==> src/rtl/boot_seq_pkg.sv <==
// Shared types for the boot download sequencer: FSM state encoding,
// core download address width and the ROM byte type.
package boot_seq_pkg;

  localparam int BOOT_DN_AW = 16;

  typedef logic [7:0]            boot_byte_t;
  typedef logic [BOOT_DN_AW-1:0] boot_addr_t;

  typedef enum logic [2:0] {
    S_IDLE  = 3'd0,
    S_FETCH = 3'd1,
    S_ROMW  = 3'd2,
    S_WRITE = 3'd3,
    S_EXEC  = 3'd4,
    S_ERR   = 3'd5
  } boot_state_t;

endpackage

==> src/rtl/boot_download_sequencer.sv <==
// Boot download sequencer: after start, copies ROM bytes 0..ROM_LEN-1 into
// core RAM through the dn_* download port, then pulses execute_enable.
// Optional feature macro: BOOT_CSUM_EN adds an 8-bit wrap checksum of the
// accepted bytes; a mismatch against EXP_CSUM ends in ERR instead of EXEC.
//
// Download handshake: dn_wr is the valid, !dn_wait is the ready. A byte is
// transferred on a clock edge where dn_wr=1 and dn_wait=0; while dn_wait=1
// the sequencer keeps dn_wr, dn_addr and dn_data stable. dn_wait is ignored
// whenever dn_wr=0.
module boot_download_sequencer
  import boot_seq_pkg::*;
#(
  parameter int         ROM_LEN   = 276,
  parameter int         ROM_AW    = 9,
  parameter boot_addr_t LOAD_BASE = 16'h0000,
  parameter boot_addr_t EXEC_ADDR = 16'h0000,
  parameter boot_byte_t EXP_CSUM  = 8'h00
) (
  input  logic              clk_sys,
  input  logic              reset_n,
  input  logic              start,
  output logic              busy,
  output logic              done,
  output logic              error,
  output logic [ROM_AW-1:0] rom_addr,
  input  logic [7:0]        rom_data,
  output logic              dn_go,
  output logic              dn_wr,
  output logic [15:0]       dn_addr,
  output logic [7:0]        dn_data,
  input  logic              dn_wait,
  output logic              execute_enable,
  output logic [15:0]       execute_addr,
  output boot_state_t       dbg_state
);

  localparam logic [ROM_AW-1:0] LAST_IDX = ROM_AW'(ROM_LEN - 1);

  boot_state_t       state_q;
  logic [ROM_AW-1:0] idx_q;
  logic [ROM_AW-1:0] rom_addr_q;
  logic              busy_q;
  logic              done_q;
  logic              dn_go_q;
  logic              dn_wr_q;
  boot_addr_t        dn_addr_q;
  boot_byte_t        dn_data_q;
  logic              exec_en_q;
  logic [ROM_AW-1:0] idx_d;
  logic              csum_ok;

`ifdef BOOT_CSUM_EN
  boot_byte_t        csum_q;
  boot_byte_t        csum_d;
  logic              error_q;

  // Running sum including the byte being accepted this cycle decides EXEC vs ERR.
  always_comb begin
    csum_d  = csum_q + dn_data_q;
    csum_ok = (csum_d == EXP_CSUM);
  end

  assign error = error_q;
`else
  logic unused_exp_csum;

  assign csum_ok         = 1'b1;
  assign error           = 1'b0;
  assign unused_exp_csum = ^EXP_CSUM;
`endif

  assign idx_d = idx_q + ROM_AW'(1);

  // Sequencer FSM: rom_addr is loaded on entry to FETCH so a synchronous ROM
  // returns the byte during ROMW, giving three cycles per byte without stalls.
  always_ff @(posedge clk_sys or negedge reset_n) begin
    if (!reset_n) begin
      state_q    <= S_IDLE;
      idx_q      <= '0;
      rom_addr_q <= '0;
      busy_q     <= 1'b0;
      done_q     <= 1'b0;
      dn_go_q    <= 1'b0;
      dn_wr_q    <= 1'b0;
      dn_addr_q  <= '0;
      dn_data_q  <= '0;
      exec_en_q  <= 1'b0;
`ifdef BOOT_CSUM_EN
      csum_q     <= '0;
      error_q    <= 1'b0;
`endif
    end else begin
      case (state_q)
        S_IDLE: begin
          if (start) begin
            state_q    <= S_FETCH;
            idx_q      <= '0;
            rom_addr_q <= '0;
            done_q     <= 1'b0;
            busy_q     <= 1'b1;
            dn_go_q    <= 1'b1;
`ifdef BOOT_CSUM_EN
            csum_q     <= '0;
            error_q    <= 1'b0;
`endif
          end
        end
        S_FETCH: begin
          state_q <= S_ROMW;
        end
        S_ROMW: begin
          dn_data_q <= rom_data;
          dn_addr_q <= LOAD_BASE + BOOT_DN_AW'(idx_q);
          dn_wr_q   <= 1'b1;
          state_q   <= S_WRITE;
        end
        S_WRITE: begin
          if (!dn_wait) begin
            dn_wr_q <= 1'b0;
`ifdef BOOT_CSUM_EN
            csum_q  <= csum_d;
`endif
            if (idx_q == LAST_IDX) begin
              dn_go_q <= 1'b0;
              busy_q  <= 1'b0;
              done_q  <= 1'b1;
              if (csum_ok) begin
                exec_en_q <= 1'b1;
                state_q   <= S_EXEC;
              end else begin
`ifdef BOOT_CSUM_EN
                error_q   <= 1'b1;
`endif
                state_q   <= S_ERR;
              end
            end else begin
              idx_q      <= idx_d;
              rom_addr_q <= idx_d;
              state_q    <= S_FETCH;
            end
          end
        end
        S_EXEC: begin
          exec_en_q <= 1'b0;
          state_q   <= S_IDLE;
        end
        S_ERR: begin
          state_q <= S_IDLE;
        end
        default: begin
          state_q <= S_IDLE;
        end
      endcase
    end
  end

  assign busy           = busy_q;
  assign done           = done_q;
  assign rom_addr       = rom_addr_q;
  assign dn_go          = dn_go_q;
  assign dn_wr          = dn_wr_q;
  assign dn_addr        = dn_addr_q;
  assign dn_data        = dn_data_q;
  assign execute_enable = exec_en_q;
  assign execute_addr   = EXEC_ADDR;
  assign dbg_state      = state_q;

endmodule

==> config.mk <==
export PLATFORM = sky130hd
export DESIGN_NAME = boot_download_sequencer
export DESIGN_NICKNAME = d
export VERILOG_FILES = /design/src/rtl/boot_seq_pkg.sv /design/src/rtl/boot_download_sequencer.sv
export SDC_FILE = /design/constraint.sdc
export NUM_CORES = 1
export LEC_CHECK = 0
export CORE_ASPECT_RATIO = 1.25
export CORE_MARGIN = 8
export CORE_UTILIZATION = 38
export CTS_BUF_LIST = sky130_fd_sc_hd__clkbuf_16
export DETAILED_ROUTE_END_ITERATION = 8
export PLACE_DENSITY = 0.76
export RECOVER_POWER = 100
export SETUP_SLACK_MARGIN = 0.4
export SLEW_MARGIN = 20
export SYNTH_ARGS = -nofsm -noshare
export SYNTH_HDL_FRONTEND = slang
export SYNTH_SLANG_ARGS = --single-unit
==> constraint.sdc <==
create_clock -name clk_sys -period 1.6 [get_ports clk_sys]
set_clock_uncertainty 0.05 [all_clocks]
set_input_delay 0.4 -clock clk_sys [delete_from_list [all_inputs] [get_ports clk_sys]]
set_output_delay 0.4 -clock clk_sys [all_outputs]
set_load 0.005 [all_outputs]
Word level (Yosys, flattened, before mapping)
Index checks and enable logic that the tools add are counted.
W data, S select, Z words.
{ "op_classes": {"n_eq_ne": 9, "add_sub_neg": 1, "n_mux": 19, "reduce_logical": 9} }
{ "op_table": {"columns": ["op", "count"], "rows": [
  ["$mux W9", 3],
  ["$pmux W9 S2", 1],
  ["$pmux W3 S4", 1],
  ["$add A9 B1 Y9 const B", 1],
  ["$eq A9 B9 Y1 const B", 1],
  ["$mux W3", 3],
  ["$ne A2 B2 Y1 const B", 4],
  ["$pmux W1 S2", 4],
  ["$reduce_and A4 Y1", 2],
  ["$mux W1", 7],
  ["$eq A3 B2 Y1 const B", 2],
  ["$reduce_bool A2 Y1", 3],
  ["$reduce_and A2 Y1", 2],
  ["$eq A3 B1 Y1 const B", 1],
  ["$eq A3 B3 Y1 const B", 1],
  ["$logic_not A3 Y1", 1],
  ["$reduce_and A3 Y1", 1]
]} }
{ "totals": {"out_inout_bits": 58, "input_bits": 12, "regBits": 33, "wordCells": 46} }

Longest topological paths before layout
{ "logic_depth": {"depth_word": 4, "ltp_mapped": 5, "ltp_nobuf": 5} }

Least setup slack after synthesis
OpenSTA, ideal clock, no wires.
{ "synth_timing": {"kind": "reg2reg", "from": "reg rom_addr[0] (netlist name)", "to": "reg rom_addr_q[8] (netlist: rom_addr[8])", "arrival_ns": 1.432, "slack_ns": -0.002, "n_path_buf": 0, "t_required_ns": 1.430, "period_less_slack_ns": 1.602, "path_stages_with_launch": 6, "cell_sequence": "dfrtp_1 -> ha_1 -> nor4bb_1 -> and4b_1 -> nand2b_2 -> a31o_2"} }
{ "synth_rtl": {"columns": ["item", "line_no", "text"], "rows": [
  ["end signal: assignment", "boot_download_sequencer.sv:138", "rom_addr_q <= idx_d;"],
  ["end: declaration", "boot_download_sequencer.sv:41", "logic [ROM_AW-1:0] rom_addr_q;"]
]} }

Worst setup path in the final report
{ "layout_timing": {"from": "reg state_q[0] (netlist: dbg_state[0])", "to": "reg rom_addr_q[7] (netlist: rom_addr[7])"} }
{ "layout_between": {"elab_chain_cells": 3, "word_cells_on_any_way": 8, "cone_classes": "4 x eq/ne; 1 x mux; 3 x reduce/logical"} }
{ "layout_rtl": {"columns": ["item", "line_no", "text"], "rows": [
  ["start: declaration", "boot_download_sequencer.sv:39", "boot_state_t state_q;"],
  ["start signal: assignment", "boot_download_sequencer.sv:78", "state_q <= S_IDLE;"],
  ["start signal: assignment", "boot_download_sequencer.sv:96", "state_q <= S_FETCH;"],
  ["start signal: assignment", "boot_download_sequencer.sv:109", "state_q <= S_ROMW;"],
  ["$eq A3 B2 Y1 or $logic_not A3 Y1 (tied branches)", "boot_download_sequencer.sv:93", "case (state_q)"],
  ["$ne A2 B2 Y1 (no source line) or $reduce_bool A2 Y1 (tied branches)", null, null],
  ["$reduce_and A4 Y1 (no source line)", null, null]
]} }
Parallel ways exist; a longest one is shown, timed or not.
A chain may end at the register's enable or synchronous reset.

==> impl_metrics.py <==
metrics = {
    "routing": {
        "routedWlPerCell_microns": 16.9,
        "postRouteAntennaNets": 0,
        "drc": 0,
        "vias_per_cell": 4.71,
        "dr.pass1.iters": 5,
        "drt_iter0_markers": 55,
        "wl_microns": 4870,
        "dr_total_vias": 1357,
    },
    "floorplan": {
        "start_util_pct": 39.2,
        "die_h_microns": 88.4,
        "dieArea_sq_mm": 0.00654,
        "row_count": 26,
        "io_pins": 70,
        "fp.dieW_microns": 74.0,
        "core-area_sq_mm": 0.00407,
    },
    "grt": {
        "grt_max_degree": 34,
        "overflow": 0,
        "grtUsageTotal_pct": 14.3,
        "grt_pass1_vias": 1481,
        "grt_antenna_before_repair": 0,
        "grt_first_pass_wirelength_microns": 7290,
    },
    "finish": {
        "finalNetCount": 244,
        "syn2layout_area_growth_pct": 61.7,
        "final_common_cell": "buf_4",
        "diodes": 0,
        "layout_common_cells": "buf_4, clkbuf_1, conb_1, dfrtp_1, mux2_4",
        "final_layout_size_suffix_gt1_share_pct": 47.4,
    },
    "sta": {
        "slew_violations": 0,
        "period_needed_ns": 1.60,
        "fmax_mhz": 627,
        "min_period_over_period_pct": 99.7,
        "setup_viol": 0,
        "worst_slack_ns": 0.00438,
        "slew_headroom_pct": 46.8,
        "hold_violations": 0,
        "worstMarginPinSlew_ns": 0.798,
        "rsz0062_at_grt": "yes",
    },
    "pwr": {
        "power_density_mw_per_mm2": 1740,
        "leakagePower_nw": 1.23,
        "power_w": 0.00450,
        "ir_worst_vdd_mv": 0.589,
    },
    "hold_path": {
        "holdCritPathClass": "flip-flop to flip-flop",
        "holdPathEnd": "dn_data[5]$_DFFE_PN0P_",
        "min-delay-start": "dn_data[5]$_DFFE_PN0P_",
        "hold_depth": 1,
    },
    "critical_path": {
        "crit_chain": "clkbuf_1 -> and4bb_4 -> nand4_4 -> o211ai_1 -> o31ai_1",
        "rrSetupSlack_ns": 0.004,
        "cp.arrival_ns": 1.70,
        "rr_endpoint": "rom_addr[7]$_DFFE_PN0P_",
        "rr_startpoint": "dbg_state[0]$_DFFE_PN0P_",
        "timing.critical_path.buf_inv": 1,
        "r2r_cells": 5,
        "worst_path_max_delay_cell": "dfrtp_2",
        "crit_type": "flip-flop to flip-flop",
        "required_ns": 1.70,
        "start_kind": "flip-flop",
        "cp_top_family": "simple AND/OR/NAND/NOR gates",
        "cp_max_fo": 6,
        "endpoint_kind": "flip-flop",
        "cpPeakStageDelay_ns": 0.35,
    },
    "synth": {
        "ys_warn_count": 0,
        "yosysTopAreaCell": "dfrtp_1",
        "syn-instance-count": 133,
        "syn_area_per_cell_sq_um": 12.0,
        "synth_flop_cell": "dfrtp_1",
        "synth_seq_area_share_pct": 51.8,
        "ys_top_cells_by_area": "dfrtp_1, buf_4, mux2_2",
        "ys_seq_elements": 33,
        "synthesis.area_sq_mm": 0.00160,
        "synth_top_cell_area_share_pct": 51.8,
        "ys_types": 32,
        "synth-edff-count": 0,
        "async_flop_share_pct": 100,
    },
    "placed_design": {
        "post-place-ws_ns": -0.250,
        "hpwl_microns": 2800,
        "port_buffers": 45,
        "gp_congestion": 0.828,
    },
    "clocking": {
        "clk_path_buf_depth": 2,
        "cts_tree": "built",
        "clk_pin_slew_ns": 0.05,
        "htreeDepth": 2,
        "cts_hold_buf": 0,
        "cts_root_buf": "clkbuf_16",
        "worstSkewPairLatency_ns": 0.27,
        "cts_buffers": 5,
        "cts_sinks": 33,
    },
    "status": {
        "status": "finished, final reports clean",
    },
    "flow_run": {
        "cap_violations": 0,
    },
}
[final cells by class]
class / instances / area, sq um
fillers: 312 / 1490
flip-flops and latches: 33 / 837
multi-input cells: 92 / 791
repair buffers: 96 / 733
clock buffers: 5 / 125
well taps: 56 / 70.1
clock inverters: 3 / 12.5
inverters: 3 / 11.3
[sequential cells by signal, summed over array words and instances (netlist names)]
signal          flops
dbg_state           3
dn_addr             9
dn_data             8
dn_go               1
dn_wr               1
done                1
execute_enable      1
rom_addr            9
[worst max-delay path by stage]
| stage | from | to | cells past startpoint |
|---|---|---|---|
| floorplan | rom_addr[1]$_DFFE_PN0P_ | rom_addr[4]$_DFFE_PN0P_ | 5 |
| finish | dbg_state[0]$_DFFE_PN0P_ | rom_addr[7]$_DFFE_PN0P_ | 5 |
| CTS | rom_addr[1]$_DFFE_PN0P_ | rom_addr[1]$_DFFE_PN0P_ | 5 |
| global placement | dn_wait | rom_addr[5]$_DFFE_PN0P_ | 5 |
| detailed placement | dn_wait | rom_addr[5]$_DFFE_PN0P_ | 5 |
| global route | rom_addr[1]$_DFFE_PN0P_ | rom_addr[1]$_DFFE_PN0P_ | 5 |
[worst register-to-register path: stages (launching register included)]
cell and delay [ns]:
dfrtp_2 0.35, clkbuf_1 0.28, and4bb_4 0.33, nand4_4 0.14, o211ai_1 0.23, o31ai_1 0.10
[cell usage after synthesis (2+ instances only)]
cell      count
nand3_1       3
nand2_1       7
clkbuf_1      2
dfrtp_1      33
buf_4        26
inv_1         3
o31ai_1       3
mux2i_1       4
nor2_1        4
o211ai_1      2
mux2_2       17
a31o_2        3
nand4_1       3
a211oi_1      2
o21ai_0       4
[stage by stage]
step	setup TNS [ns]	util (%)	std cells	hold WS, ns	cell area, sq um
final	0	63.4	288	0.455	2580
after floorplan	0	-	156	0.0544	1750
after detailed placement	-1.88	53.8	242	0.442	2190
after CTS	0	62.9	280	0.450	2560
after global placement	-1.43	53.8	242	0.434	2190
after global routing	-0.403	63.4	288	0.484	2580
[repair_timing]
item                       in CTS  in global routing
pin swaps                       9                  7
gates resized for setup       160                 17
setup endpoints to repair      65                 65
buffers inserted               28                  8
cloned                          2                  0
[report_power, final]
part	switching [W]	internal [W]	total (W)
clock	0.000335	0.000562	0.000897
combinational	0.000937	0.00134	0.00228
sequential	0.000180	0.00115	0.00133
total	0.00145	0.00305	0.00450
[logic make-up after synthesis]
| group | after synthesis | share of synthesized area [%] |
|---|---|---|
| and+or+nand+nor | 29 | 11.8 |
| muxes | 21 | 14.5 |
| buffers and inverters | 31 | 13.4 |
| adders and majority gates | 1 | 0.784 |
| DFF | 33 | 51.8 |
| other | 1 | 0.235 |
| AOI/OAI and AO/OA | 17 | 7.53 |
[layer usage]
| layer | wire length (microns) | up-vias | GRT usage, % |
|---|---|---|---|
| met4 | 70 | 0 | 3.28 |
| met3 | 307 | 10 | 3.85 |
| met2 | 2580 | 63 | 26.2 |
| li1 | - | 611 | - |
| met1 | 1920 | 673 | 15.7 |
| met5 | 0 | - | 0 |
Power figures use the tool's default switching activity.
